==> config.mk <==
export PLATFORM = sky130hd
export DESIGN_NAME = text_editor_ctrl
export DESIGN_NICKNAME = d
export VERILOG_FILES = /design/src/rtl/editor_pkg.sv /design/src/rtl/cursor_blink.sv /design/src/rtl/text_editor_ctrl.sv
export SDC_FILE = /design/constraint.sdc
export NUM_CORES = 1
export LEC_CHECK = 0
export CORE_ASPECT_RATIO = 0.75
export CORE_MARGIN = 2
export CORE_UTILIZATION = 60
export DETAILED_ROUTE_END_ITERATION = 10
export MAX_ROUTING_LAYER = met4
export PLACE_DENSITY = 0.85
export RECOVER_POWER = 100
export SLEW_MARGIN = 20
export SYNTH_ARGS = -nofsm -noshare
export SYNTH_HDL_FRONTEND = slang
export SYNTH_SLANG_ARGS = --single-unit
==> constraint.sdc <==
create_clock -name clk -period 5.33 [get_ports clk]
set_input_delay 1.599 -clock clk [delete_from_list [all_inputs] [get_ports clk]]
set_output_delay 1.599 -clock clk [all_outputs]
set_load 0.01 [all_outputs]
==> src/rtl/editor_pkg.sv <==
// Shared types and constants for the text editor controller.
// Holds FSM states, control codes and the printable range.
package editor_pkg;

  typedef enum logic [1:0] {
    S_IDLE,
    S_APPLY,
    S_CLEAR
  } state_t;

  localparam logic [6:0] C_BS    = 7'h08;
  localparam logic [6:0] C_FF    = 7'h0C;
  localparam logic [6:0] C_CR    = 7'h0D;
  localparam logic [6:0] C_UP    = 7'h11;
  localparam logic [6:0] C_DN    = 7'h12;
  localparam logic [6:0] C_LF    = 7'h13;
  localparam logic [6:0] C_RT    = 7'h14;
  localparam logic [6:0] C_SPACE = 7'h20;
  localparam logic [6:0] C_PR_LO = 7'h20;
  localparam logic [6:0] C_PR_HI = 7'h7E;

  function automatic logic is_print(logic [6:0] c);
    return (c >= C_PR_LO) && (c <= C_PR_HI);
  endfunction

endpackage

==> src/rtl/cursor_blink.sv <==
// Cursor blink timer: half-period down-counter and phase flop.
// restart forces a solid cursor; hold parks the timer reloaded.
module cursor_blink
  import editor_pkg::*;
#(
  parameter int BLINK_CYCLES = 3145728
) (
  input  logic i_clk,
  input  logic i_reset,
  input  logic i_restart,
  input  logic i_hold,
  output logic o_on
);

  localparam int CW = $clog2(BLINK_CYCLES);
  localparam logic [CW-1:0] RELOAD = CW'(BLINK_CYCLES - 1);
  localparam logic [CW-1:0] ONE = CW'(1);

  logic [CW-1:0] r_cnt;
  logic          r_on;

  // Count down each cycle, toggling the phase when the count expires
  always_ff @(posedge i_clk or posedge i_reset) begin
    if (i_reset) begin
      r_cnt <= RELOAD;
      r_on  <= 1'b1;
    end else if (i_restart) begin
      r_cnt <= RELOAD;
      r_on  <= 1'b1;
    end else if (i_hold) begin
      r_cnt <= RELOAD;
    end else if (r_cnt == '0) begin
      r_cnt <= RELOAD;
      r_on  <= ~r_on;
    end else begin
      r_cnt <= r_cnt - ONE;
    end
  end

  assign o_on = r_on;

endmodule

==> src/rtl/text_editor_ctrl.sv <==
// Keyboard-driven text editor: cursor control, cell writes
// and full-screen clear into a character RAM.
module text_editor_ctrl
  import editor_pkg::*;
#(
  parameter int COLS         = 80,
  parameter int ROWS         = 60,
  parameter int COLOR_W      = 6,
  parameter int BLINK_CYCLES = 3145728,
  localparam int X_W         = $clog2(COLS),
  localparam int Y_W         = $clog2(ROWS)
) (
  input  logic               clk,
  input  logic               reset,
  input  logic               key_valid,
  input  logic [6:0]         key_ascii,
  output logic               key_ready,
  input  logic [COLOR_W-1:0] cfg_color,
  output logic               wr_en,
  output logic [X_W-1:0]     wr_x,
  output logic [Y_W-1:0]     wr_y,
  output logic [6:0]         wr_ascii,
  output logic [COLOR_W-1:0] wr_color,
  output logic [X_W-1:0]     cur_x,
  output logic [Y_W-1:0]     cur_y,
  output logic               cur_on,
  output logic               busy
);

  localparam logic [X_W-1:0] XMAX = X_W'(COLS - 1);
  localparam logic [Y_W-1:0] YMAX = Y_W'(ROWS - 1);
  localparam logic [X_W-1:0] XONE = X_W'(1);
  localparam logic [Y_W-1:0] YONE = Y_W'(1);

  state_t             r_state;
  logic [6:0]         r_code;
  logic [COLOR_W-1:0] r_color;
  logic [X_W-1:0]     r_x;
  logic [Y_W-1:0]     r_y;
  logic               r_wen;
  logic [X_W-1:0]     r_wx;
  logic [Y_W-1:0]     r_wy;
  logic [6:0]         r_wa;
  logic [COLOR_W-1:0] r_wc;
  logic               r_busy;
  logic               r_ready;

  logic               w_acc;
  logic [6:0]         w_code;
  logic [X_W-1:0]     w_nx;
  logic [Y_W-1:0]     w_ny;
  logic               w_we;
  logic [X_W-1:0]     w_wx;
  logic [Y_W-1:0]     w_wy;
  logic [6:0]         w_wa;
  logic               w_on;

  assign w_acc  = key_valid & r_ready;
  // Fresh key at acceptance, latched key when applying the move
  assign w_code = (r_state == S_APPLY) ? r_code : key_ascii;

  // Decode a code into the next cursor and the cell write it implies
  always_comb begin
    w_nx = r_x;
    w_ny = r_y;
    w_we = 1'b0;
    w_wa = C_SPACE;
    unique case (1'b1)
      is_print(w_code): begin
        w_we = 1'b1;
        w_wa = w_code;
        if (r_x == XMAX) begin
          w_nx = '0;
          w_ny = (r_y == YMAX) ? '0 : r_y + YONE;
        end else begin
          w_nx = r_x + XONE;
        end
      end
      (w_code == C_BS): begin
        w_we = 1'b1;
        if (r_x != '0) begin
          w_nx = r_x - XONE;
        end else if (r_y != '0) begin
          w_nx = XMAX;
          w_ny = r_y - YONE;
        end
      end
      (w_code == C_CR): begin
        w_nx = '0;
        w_ny = (r_y == YMAX) ? '0 : r_y + YONE;
      end
      (w_code == C_UP): if (r_y != '0) w_ny = r_y - YONE;
      (w_code == C_DN): if (r_y != YMAX) w_ny = r_y + YONE;
      (w_code == C_LF): if (r_x != '0) w_nx = r_x - XONE;
      (w_code == C_RT): if (r_x != XMAX) w_nx = r_x + XONE;
      default: ;
    endcase
  end

  // Backspace writes at the new cell, printables at the old one
  assign w_wx = (w_code == C_BS) ? w_nx : r_x;
  assign w_wy = (w_code == C_BS) ? w_ny : r_y;

  // Control FSM with registered write port, handshake and busy
  always_ff @(posedge clk or posedge reset) begin
    if (reset) begin
      r_state <= S_IDLE;
      r_code  <= '0;
      r_color <= '0;
      r_x     <= '0;
      r_y     <= '0;
      r_wen   <= 1'b0;
      r_wx    <= '0;
      r_wy    <= '0;
      r_wa    <= '0;
      r_wc    <= '0;
      r_busy  <= 1'b0;
      r_ready <= 1'b0;
    end else begin
      unique case (r_state)
        S_IDLE: begin
          r_ready <= 1'b1;
          r_wen   <= 1'b0;
          if (w_acc) begin
            r_state <= S_APPLY;
            r_code  <= key_ascii;
            r_color <= cfg_color;
            r_ready <= 1'b0;
            r_wen   <= w_we;
            r_wx    <= w_wx;
            r_wy    <= w_wy;
            r_wa    <= w_wa;
            r_wc    <= cfg_color;
          end
        end
        S_APPLY: begin
          if (r_code == C_FF) begin
            r_state <= S_CLEAR;
            r_x     <= '0;
            r_y     <= '0;
            r_busy  <= 1'b1;
            r_wen   <= 1'b1;
            r_wx    <= '0;
            r_wy    <= '0;
            r_wa    <= C_SPACE;
            r_wc    <= r_color;
          end else begin
            r_state <= S_IDLE;
            r_x     <= w_nx;
            r_y     <= w_ny;
            r_wen   <= 1'b0;
            r_ready <= 1'b1;
          end
        end
        S_CLEAR: begin
          if (r_wx == XMAX && r_wy == YMAX) begin
            r_state <= S_IDLE;
            r_wen   <= 1'b0;
            r_busy  <= 1'b0;
            r_ready <= 1'b1;
          end else if (r_wx == XMAX) begin
            r_wx <= '0;
            r_wy <= r_wy + YONE;
          end else begin
            r_wx <= r_wx + XONE;
          end
        end
        default: begin
          r_state <= S_IDLE;
          r_wen   <= 1'b0;
          r_busy  <= 1'b0;
        end
      endcase
    end
  end

  cursor_blink #(
    .BLINK_CYCLES(BLINK_CYCLES)
  ) u_blink (
    .i_clk    (clk),
    .i_reset  (reset),
    .i_restart(w_acc),
    .i_hold   (r_busy),
    .o_on     (w_on)
  );

  assign key_ready = r_ready;
  assign wr_en     = r_wen;
  assign wr_x      = r_wx;
  assign wr_y      = r_wy;
  assign wr_ascii  = r_wa;
  assign wr_color  = r_wc;
  assign cur_x     = r_x;
  assign cur_y     = r_y;
  assign cur_on    = w_on & ~r_busy;
  assign busy      = r_busy;

endmodule

# Yosys cells after proc, flatten, opt, wreduce, memory -nomap -nowiden

Cells that the tools add are included.

Add/subtract/negate cells: 7
$lt $le $gt $ge: 2
Equality and inequality tests: 22
Multiplexer cells: 55
Bitwise logic cells: 5
Reduce and logical (&&, ||, !) cells: 18

Operators with widths:

| kind                                                                  | count |
|---|---|
| 7-bit 2-to-1 mux                                                      | 15 |
| 6-bit 2-to-1 mux                                                      | 13 |
| 22-bit 2-to-1 mux                                                     | 3 |
| 7-bit one-hot mux with 5 select lines                                 | 1 |
| 6-bit one-hot mux with 5 select lines                                 | 1 |
| 7-bit by 5-bit == test with 1-bit output, second input constant       | 4 |
| 22-bit logical NOT                                                    | 1 |
| 22-bit by 1-bit subtractor with 22-bit output, second input constant  | 1 |
| 7-bit by 4-bit == test with 1-bit output, second input constant       | 3 |
| 7-bit one-hot mux with 3 select lines                                 | 1 |
| 6-bit one-hot mux with 3 select lines                                 | 1 |
| 7-bit by 1-bit adder with 7-bit output, second input constant         | 2 |
| 7-bit == test, second input constant                                  | 2 |
| 7-bit one-hot mux with 2 select lines                                 | 1 |
| 6-bit by 1-bit adder with 6-bit output, second input constant         | 2 |
| 6-bit == test, second input constant                                  | 2 |
| 6-bit one-hot mux with 2 select lines                                 | 1 |
| 1-bit 2-to-1 mux                                                      | 11 |
| 1-bit one-hot mux with 3 select lines                                 | 3 |
| 3-bit AND reduction                                                   | 3 |
| 2-bit inequality test, second input constant                          | 4 |
| 7-bit by 6-bit >= comparator with 1-bit output, second input constant | 1 |
| 7-bit <= comparator, second input constant                            | 1 |
| 7-bit inequality test, second input constant                          | 1 |
| other kinds (20)                                                      | 31 |

Register bits: 80
Input port bits: 16
Output and inout port bits: 43
Logic and storage cells: 123

# Longest topological paths before layout

Gate-level depths: netlist (run 1).

Depth in word-level cells: 8
Mapped depth: 13
Gate-level depth less buffers: 9

# By module

A second synthesis (run 1) with hierarchy kept.

Cells, all modules: 591
Area total of the unflattened synthesis: 5,316.3 sq um

Modules (own cells, without submodules):

| module           | times used | cells an instance | area an instance (sq um) | seq. area each (sq um) |
|---|---|---|---|---|
| text_editor_ctrl | 1          | 470               | 4,087.7                  | 1,426.4 |
| cursor_blink     | 1          | 121               | 1,228.7                  | 603.1 |

# Least setup slack after synthesis (run 1)

Ideal clock, no wire load.

Path kind: input -> register
From: input key_ascii[2]
To: register r_wy[2] (netlist: wr_y[2])
Setup time: 0.095 ns
Arrival time: 3.687 ns
Data required time: 5.235 ns
Path slack: 1.547 ns
Stages: 7
Path buffers: 0
Cells stage by stage: or4_4 -> a222oi_1 -> a21oi_2 -> o2111a_1 -> a211oi_2 -> nor4_1 -> o31ai_1

Longest elaborated chain between the ends: 7
Elaborated cells between the ends (all ways): 12
Classes of those cells: 2 x order compare; 4 x eq/ne; 5 x mux; 1 x reduce/logical

Ends and longest elaborated chain:

| element                                                                                      | line                    | source |
|---|---|---|
| start, declared                                                                              | text_editor_ctrl.sv:16  | `input logic [6:0] key_ascii,` |
| 7-bit 2-to-1 mux *                                                                           | text_editor_ctrl.sv:60  | `assign w_code = (r_state == S_APPLY) ? r_code : key_ascii;` |
| 7-bit by 6-bit >= comparator with 1-bit output / 7-bit <= comparator (equally long branches) | editor_pkg.sv:23        | `return (c >= C_PR_LO) && (c <= C_PR_HI);` |
| 1-bit logical AND                                                                            | editor_pkg.sv:23        |  |
| 6-bit one-hot mux with 5 select lines                                                        | text_editor_ctrl.sv:68  | `unique case (1'b1)` |
| 6-bit 2-to-1 mux *                                                                           | text_editor_ctrl.sv:102 | `assign w_wy = (w_code == C_BS) ? w_ny : r_y;` |
| 6-bit 2-to-1 mux *                                                                           | text_editor_ctrl.sv:124 | `if (w_acc) begin` |
| 6-bit one-hot mux with 3 select lines *                                                      | text_editor_ctrl.sv:120 | `unique case (r_state)` |
| end signal, assigned                                                                         | text_editor_ctrl.sv:131 | `r_wy <= w_wy;` |
| end signal, assigned                                                                         | text_editor_ctrl.sv:163 | `r_wy <= r_wy + YONE;` |
| end, declared                                                                                | text_editor_ctrl.sv:42  | `logic [Y_W-1:0] r_wy;` |

Every way passes the cells marked *; elsewhere a longest branch is shown, timed or not. The select of a mux whose other input is x is not followed.
A chain may end at the register's enable or synchronous reset.

# Worst setup path in the final report (run 1)

From: input key_ascii[6]
To: register r_wx[2] (netlist: wr_x[2])

Longest elaborated chain between the ends: 7
Elaborated cells between the ends (all ways): 12
Classes of those cells: 2 x order compare; 4 x eq/ne; 5 x mux; 1 x reduce/logical

Ends and longest elaborated chain:

| element                                                                                      | line                    | source |
|---|---|---|
| 7-bit 2-to-1 mux *                                                                           | text_editor_ctrl.sv:60  |  |
| 7-bit by 6-bit >= comparator with 1-bit output / 7-bit <= comparator (equally long branches) | editor_pkg.sv:23        |  |
| 1-bit logical AND                                                                            | editor_pkg.sv:23        |  |
| 7-bit one-hot mux with 5 select lines                                                        | text_editor_ctrl.sv:68  |  |
| 7-bit 2-to-1 mux *                                                                           | text_editor_ctrl.sv:101 | `assign w_wx = (w_code == C_BS) ? w_nx : r_x;` |
| 7-bit 2-to-1 mux *                                                                           | text_editor_ctrl.sv:124 |  |
| 7-bit one-hot mux with 3 select lines *                                                      | text_editor_ctrl.sv:120 |  |
| end signal, assigned                                                                         | text_editor_ctrl.sv:130 | `r_wx <= w_wx;` |
| end signal, assigned                                                                         | text_editor_ctrl.sv:165 | `r_wx <= r_wx + XONE;` |
| end, declared                                                                                | text_editor_ctrl.sv:41  | `logic [X_W-1:0] r_wx;` |

Marks and branches as above.

==> results.md, run 1 <==
* First-pass GRT wire length at approximately 24 mm
* CTS sink count at 80
* Lkg Pwr at ~2.4 nW
* Crit Path Class: input pin to register
* IO buf count at 58
* Diode count at 0
* Max Slew Vio Count at 37
* Root Driver: clkbuf_16
* Routed len/inst at 19.6 µm
* Violated checks: capacitance limit, slew limit
* Antenna-violating nets left at 0
* GPL Wtd Cong at approximately 1
* Gr usage total at approximately 33%
* Pwr/cell area at approximately 520 nW/µm²
* CTS tree: yes
* Post-synth EDFFs at 0
* Via density at 6.59
* Most frequent cells in the layout: 72 x nand2_1, 58 x dfrtp_1, 52 x nor2_1
* Critical Path Source: key_ascii[6]
* Drt first pass iters at 5
* Post-CTS Hold Fix Bufs at 0
* DIE AREA at 9320 µm²
* Post-CTS Setup Inserts at 0
* Data arrival, critical path at roughly 4.8 ns
* Measured slew at the worst slew-check pin at about 2 ns
* RSZ-0062 raised after global routing: false
* Clock tree buffer depth at 2
* Die Wd at 111 µm
* HP Class: register to register
* Syn Nets at approximately 620
* # Max-Cap Violations at 1
* Gr ovfl total at 0
* Cell Count, Final, Fillers Out at 750
* Vias in the first global route at roughly 4,700
* H-tree depth at 3
* Clock Pin Slew Worst Setup and Hold Paths at ~0.060 ns
* Max Freq at around 220 MHz
* Worst Setup Start Kind: input pin
* DRC Markers at 0
* Core Area at approximately 8400 µm²
* R2r startpoint: r_state[1]
* Clk_lat worst skew at approximately 0.34 ns
* TritonCTS Buffers at 9
* Synthesis Warnings at 0
* I/O pins at 59
* Sequential area share after synthesis at 39.5%
* Syn-to-layout area delta at 18.4%
* Setup_tns at 0 ns
* Peak supply drop at around 320 µV
* Crit path time final at 4.58 ns
* Final setup vio count at 0
* Register bit count reported by yosys at 80
* Post-synthesis cell count at about 600
* Hold path startpoint: u_blink.r_cnt[0]
* Commonest non-fill, non-tap cell in the layout: nand2_1
* Rel. slew slack at -34.7%
* Status: finished with violations
* Placed cell count at 734
* DRT iter0 DRCs at 664
* Total Routed Length at around 15 mm
* Critical path, cell by cell: dlygate4sd3_1 > nand4b_1 > a222oi_1 > clkbuf_1 > o22ai_1 > nor3_1 > o21ba_2 > o21ai_0 > a221o_1
* Layout cells sized above 1 at between 10 and 15%
* Row count at 29
* Initial Util at 61.2%
* Die H at 84.1 µm
* Post-synth ARST share at 100%
* Max incr delay on CP at between 0.6 and 0.7 ns
* Post-Syn Area at about 5000 µm²
* Kind of end point of the critical path: register
* Ys flop type: dfrtp_1
* Synth cell types at between 70 and 80
* Largest net degree at the start of global routing at 37
* Final count of hold timing violations at 0
* Initial antenna violation count at 0
* Detailed placer's ending HPWL at ~11 mm
* Worst path required time at 5.56 ns
* Nets at between 600 and 700
* Final clock skew at 0.00691 ns
* Routed vias at ~5,000
* Crit share post-route at 85.9%
* Syn Area/Cell at slightly below 9 µm²
* Max FO, Critical Path at 8
* Crit path max-delay cell type: nor3_1
* Cts repair resizes at 0
-- worst max-delay path, delay by kind of cell --
| family | cells | cell delay, ns |
|---|---|---|
| simple gates | 2 | 0.85 |
| compound gates | 5 | 1.38 |
| buf+inv | 2 | 0.97 |
-- where the power goes --
part | switching, mW | total (mW) | internal [mW]
combinational | 0.849 | 1.46 | 0.606
sequential | 0.246 | 1.05 | 0.806
clock | 0.258 | 0.668 | 0.410
total | 1.35 | 3.18 | 1.82
-- cell type report --
cell class,count,area (µm²)
clock buffer,9,225
clock inverter,7,93.8
fill,643,2300
inverter,19,71.3
multi-input combinational,463,2910
sequential,80,2030
tap,108,135
timing repair buffer,64,611
-- metal layers --
metal  up-vias  routed length [µm]  part of all wire, %  track usage (%)
met5         -                   0                    0                -
met4         0                 319                  2.2             11.0
met3        42                1400                  9.5             7.12
met2       280                6260                   43             46.3
met1      2354                6700                   46             48.2
li1       2268                   -                    -                -
-- sequential cells by signal, indices dropped and copies added (netlist names) --
register,flops
u_blink.r_cnt,22
cur_x,7
r_code,7
wr_ascii,7
wr_x,7
cur_y,6
r_color,6
wr_color,6
wr_y,6
r_state,2
busy,1
key_ready,1
u_blink.o_on,1
wr_en,1
-- kinds of logic (layout without fill, tap and decap cells) --
group | count (synthesis) | count (layout) | synth area share, %
simple gates | 246 | 246 | 23.9
compound gates | 160 | 160 | 21.4
flops | 80 | 80 | 39.5
buf+inv | 44 | 99 | 3.39
mux | 23 | 23 | 4.85
xor+xnor | 19 | 19 | 3.24
fa+ha+maj | 15 | 15 | 3.66
-- synth_stat cells, types with 3 or more instances --
cell type | count | area share, %
o21ai_0 | 35 | 3.4
a22o_1 | 10 | 1.7
nand3b_1 | 6 | 0.88
nor3b_1 | 4 | 0.59
a21o_1 | 5 | 0.73
nand4_1 | 4 | 0.49
o31ai_1 | 6 | 0.88
xor2_1 | 7 | 1.2
o2bb2ai_1 | 5 | 0.85
or3_1 | 10 | 1.2
clkbuf_1 | 22 | 1.6
inv_1 | 19 | 1.4
nand2b_1 | 5 | 0.61
mux2i_1 | 8 | 1.6
and2_1 | 4 | 0.49
and3_1 | 9 | 1.1
nor2b_1 | 4 | 0.49
or3b_2 | 5 | 0.85
nor3_1 | 25 | 2.4
nor4_1 | 9 | 1.1
a21oi_1 | 30 | 2.9
a31oi_1 | 11 | 1.3
o22ai_1 | 5 | 0.61
nand3_1 | 20 | 2.0
xnor2_1 | 12 | 2.0
o32ai_1 | 5 | 0.85
mux2_2 | 15 | 3.3
o221ai_1 | 4 | 0.68
a211oi_1 | 6 | 0.88
a222oi_1 | 3 | 0.59
ha_1 | 15 | 3.7
dfstp_2 | 22 | 11
nor2_1 | 52 | 3.8
a22oi_1 | 6 | 0.88
or2_2 | 5 | 0.61
nand2_1 | 72 | 5.3
dfrtp_1 | 58 | 28
-- metrics by stage --
stage               total power [mW]  hold WS (ns)  utilization (%)  cell area (µm²)  setup slack, ns
floorplan                       1.96         0.428                -             5130             1.55
global placement                2.49         0.438             69.1             5790            0.955
detailed placement              2.52         0.443             69.1             5790            0.821
CTS                             3.20         0.458             72.9             6110             1.12
global route                    3.36         0.469             72.5             6080            0.512
finish                          3.18         0.456             72.5             6080            0.751
-- path summary, 6_finish.rpt --
path | end | slack [ns] | depth (start not counted)
worst min register to register | u_blink.r_cnt[0] | 0.46 | 1
min in group asynchronous | key_ready | 1.84 | 2
worst min-delay path | u_blink.r_cnt[0] | 0.46 | 1
worst max register to register | wr_y[2] | 1.12 | 10
max in group asynchronous | cur_y[2] | 1.15 | 3
worst max-delay path | wr_x[2] | 0.75 | 9
Power figures use the tool's default switching activity.
==> run 2: changes to the inputs <==
--- a/config.mk
+++ b/config.mk
@@ -5,6 +5,7 @@
 export SDC_FILE = /design/constraint.sdc
 export NUM_CORES = 1
 export LEC_CHECK = 0
+export CAP_MARGIN = 40
 export CORE_ASPECT_RATIO = 0.75
 export CORE_MARGIN = 2
 export CORE_UTILIZATION = 60
==> results of run 2 <==
The final DEF is identical to that of run 1; final timing and power are the same.
==> RTL change 1, RTL diff (flow settings as in run 1) <==
Reset style: synchronous (`i_reset` and `reset`), changed in 2 clocked blocks.
--- a/src/rtl/cursor_blink.sv
+++ b/src/rtl/cursor_blink.sv
@@ -20,7 +20,7 @@
   logic          r_on;
 
   // Count down each cycle, toggling the phase when the count expires
-  always_ff @(posedge i_clk or posedge i_reset) begin
+  always_ff @(posedge i_clk) begin
     if (i_reset) begin
       r_cnt <= RELOAD;
       r_on  <= 1'b1;
--- a/src/rtl/text_editor_ctrl.sv
+++ b/src/rtl/text_editor_ctrl.sv
@@ -102,7 +102,7 @@
   assign w_wy = (w_code == C_BS) ? w_ny : r_y;
 
   // Control FSM with registered write port, handshake and busy
-  always_ff @(posedge clk or posedge reset) begin
+  always_ff @(posedge clk) begin
     if (reset) begin
       r_state <= S_IDLE;
       r_code  <= '0;
Behaviour: differs if reset is asserted again (counterexample within 4 cycles, from zero or initial values and one cycle with reset high); with reset held inactive, the same outputs for 10 cycles.
==> RTL change 1 against run 1 <==
The run still ends with capacitance limit, slew limit left. Routed wire length is 0.17% lower. Fmax is 2.4% higher. Cell count is 6.3% higher. Largest cell class unchanged. Non-clock buffer count is 4 higher. Design area is 4.1% lower. Die area is 1.9% lower. Area after synthesis is 2.0% lower. Sequential cell count stayed put. Worst setup slack better by 110 ps. Critical endpoint is now wr_x[3]. Count of clock-buffer cells in the layout is 2 higher.
Power is not compared: it rests on default switching activity, and its combinational part moved more than twofold at a synthesized area within 25%.
==> RTL change 1: results (changes against run 1) <==
route:
  finalWirelength_um: 14700  # about the same
  drt_iter0_drc: 637  # was 664
  first_pass_iters: 6  # was 5
synth:
  yosysSeqAreaShare: 0.318  # was 0.395
  syn_area_per_cell_um2: 7.78  # was 8.74 µm²
  synth.area.mux_share: 0.0219  # was 0.0485
  syn-num-nets: 677  # was 618
job:
  maxCapViolations: 1  # unchanged
setup_path:
  cpMaxStageDelayCell: "dlygate4sd3_1"  # was nor3_1
  critical_path.reg2reg.startpoint: "r_state[0]"  # was r_state[1]
  rr_worst_depth: 9  # was 10
  rr_endpoint: "wr_x[3]"  # was wr_y[2]
global_route:
  grt_util_met3: 0.0542  # was 0.0712
  grt_pass1_vias: 4571  # was 4,696
  grt_usage: 0.329  # was 0.332
  grt_max_degree: 36  # was 37
  use_met2: 0.483  # was 0.463
finish:
  seq_share: 0.275  # was 0.334
  drive_above_1_share: 0.0462  # was 0.101
  fin_cells: 797  # was 750
  multi_input_comb_cells: 507  # was 463
  nFlopsAndLatches: 80  # unchanged
  nClkBuffers: 11  # was 9
  clk_share: 0.0352  # was 0.0525
sta:
  clock_skew_ps: 6.65  # was 6.91 ps
  slew_viol_final: 36  # was 37
  worstMarginPinSlew_ps: 1530  # was 2020 ps
place:
  place_ws_ps: 706  # was 821 ps
  dpl.hpwl_um: 10800  # was 10,600 µm
status:
  violations: "capacitance limit, slew limit"  # unchanged
  status: "finished, violations left"  # unchanged
hold_path:
  hp-start: "u_blink.r_cnt[0]"  # unchanged
## RTL change 1: worst max-delay path by stage
stage	startpoint	endpoint	slack, ps	depth (start not counted)
5_1_grt	key_ascii[0]	wr_x[3]	570	9
2_1_floorplan	key_ascii[0]	cur_x[0]	1360	8
3_5_place_dp	key_ascii[6]	wr_y[4]	710	8
4_1_cts	key_ascii[6]	wr_y[4]	1050	8
6_report	key_ascii[0]	wr_x[3]	860	9
3_3_place_gp	key_ascii[3]	cur_x[2]	810	8
## RTL change 1: power by group
| part | leakage, nW | total (mW) | switching, mW | internal (mW) |
|---|---|---|---|---|
| sequential | 0.650 | 0.638 | 0.0204 | 0.618 |
| clock | 0.100 | 0.468 | 0.235 | 0.233 |
| combinational | 1.38 | 0.233 | 0.142 | 0.0910 |
## RTL change 1: per-layer routing
| layer | wire, µm | up-vias |
|---|---|---|
| li1 | - | 2462 |
| met2 | 6460 | 267 |
| met1 | 6560 | 2444 |
| met5 | 0 | - |
| met3 | 1430 | 28 |
| met4 | 209 | 0 |
==> RTL change 2, RTL diff (config.mk and constraints of run 1) <==
Made on the original files. The parameter `ROWS` goes from 60 to 120.
--- a/src/rtl/text_editor_ctrl.sv
+++ b/src/rtl/text_editor_ctrl.sv
@@ -4,7 +4,7 @@
   import editor_pkg::*;
 #(
   parameter int COLS         = 80,
-  parameter int ROWS         = 60,
+  parameter int ROWS         = 120,
   parameter int COLOR_W      = 6,
   parameter int BLINK_CYCLES = 3145728,
   localparam int X_W         = $clog2(COLS),
Ports: changed (resized cur_y and wr_y); port bits go from 59 to 61. The function was not compared with the original's and may differ.
==> RTL change 2 against run 1 <==
The flow still finishes with violations (capacitance limit, slew limit). Critical endpoint is now wr_y[5]. Critical path type unchanged. Sequential cell count grew 2. Power shrank 3.1%. Non-clock buffer count shrank 1. Via count grew 4.9%. Area after synthesis grew 7.2%. Design area grew 5.3%. Fmax grew 9.3%. Highest routed layer unchanged. Clock skew shrank 1.6 ps. Worst setup slack gained 390 ps. Routed wire length grew 4.2%. Largest cell class unchanged.
==> RTL change 2: results (changes against run 1) <==
status:
  status: "finished, violations left"  # unchanged
  violations: "capacitance limit, slew limit"  # unchanged
route:
  first_pass_iters: 6  # was 5
  via_per_inst: 6.61  # was 6.59
  vias: 5184  # was 4,944
  met3_wirelength_um: 1280  # was 1400 µm
  wl_met2_um: 6830  # was 6260 µm
  drt_iter0_drc: 549  # was 664
  met1_length_um: 6860  # was 6700 µm
  wire_per_inst_um: 19.5  # was 19.6 µm
place:
  place_inst: 768  # was 734
  place_ws_ps: 1030  # was 821 ps
  placed_cell_area_um2: 6110  # was 5790 µm²
  numPortBuffers: 60  # was 58
  place_congestion: 1.02  # was 0.996
  dpl.hpwl_um: 11100  # was 10,600 µm
setup_path:
  reg2reg_slack_ps: 1990  # was 1120 ps
  startpoint: "key_ascii[3]"  # was key_ascii[6]
  cpMaxStageDelayCell: "nor2_1"  # was nor3_1
  crit_fanout: 9  # was 8
  slowest_delay_ps: 740  # was 690 ps
  rr_worst_depth: 9  # was 10
  rr_endpoint: "wr_y[5]"  # was wr_y[2]
global_route:
  use_met2: 0.484  # was 0.463
  grt_util_met3: 0.0814  # was 0.0712
  grt_max_degree: 66  # was 37
  grt_usage: 0.331  # was 0.332
  grt_pass1_vias: 4912  # was 4,696
  use_met1: 0.454  # was 0.482
  grt_first_pass_wirelength_um: 24900  # was 24,000 µm
finish:
  drive_above_1_share: 0.106  # was 0.101
  fillerInstances: 711  # was 643
  largest_register_ffs: 22  # unchanged
  nets: 698  # was 668
synth:
  synth.area.top_cells: "dfrtp_1 (27%), dfstp_2 (11%), nand2_1 (5.8%)"  # was dfrtp_1 (28%), dfstp_2 (11%), nand2_1 (5.3%)
  synth_xor_area_frac: 0.0398  # was 0.0324
  yosysSeqAreaShare: 0.378  # was 0.395
  synth_common_cells: "nand2_1 (85), dfrtp_1 (60), nor2_1 (41)"  # was nand2_1 (72), dfrtp_1 (58), nor2_1 (52)
  synth.area.mux_share: 0.0484  # was 0.0485
  synth-compound-area-share: 0.227  # was 0.214
  synth_cell_types: 85  # was 73
  netlist_instances: 622  # was 587
  synthAdderAreaFrac: 0.0341  # was 0.0366
sta:
  worstMarginPinSlew_ps: 2790  # was 2020 ps
  setup_ws_ps: 1140  # was 751 ps
  slew_viol_final: 66  # was 37
  clock_skew_ps: 5.31  # was 6.91 ps
hold_path:
  whs_path_depth: 2  # was 1
power:
  ir_worst_vdd_uv: 329  # was 323 µV
  comb-power_mw: 1.38  # was 1.46 mW
  pg_clk_mw: 0.631  # was 0.668 mW
  leakage_nw: 2.58  # was 2.44 nW
job:
  maxCapViolations: 1  # unchanged
[RTL change 2: logic make-up after synthesis]
group                      Yosys count
muxes                               25
buffers and inverters               51
xor gates and xnor gates            25
DFF                                 82
and+or+nand+nor                    247
AOI/OAI and AO/OA                  177
adders and majority gates           15
[RTL change 2: worst min path at each step]
stage	startpoint	slack (ps)	to
after CTS	wr_color[3]	480	wr_color[3]
after global routing	u_blink.r_cnt[0]	490	u_blink.r_cnt[0]
after floorplan	u_blink.r_cnt[0]	430	u_blink.r_cnt[0]
after detailed placement	u_blink.r_cnt[0]	440	u_blink.r_cnt[0]
after global placement	u_blink.r_cnt[0]	440	u_blink.r_cnt[0]
final	wr_color[1]	470	wr_color[1]
[RTL change 2: cell type report]
type                       instances  area share
multi-input combinational        489       0.496
sequential                        82       0.325
timing repair buffer              63      0.0974
clock buffer                      12      0.0419
tap                              112      0.0219
inverter                          22      0.0131
clock inverter                     4     0.00469
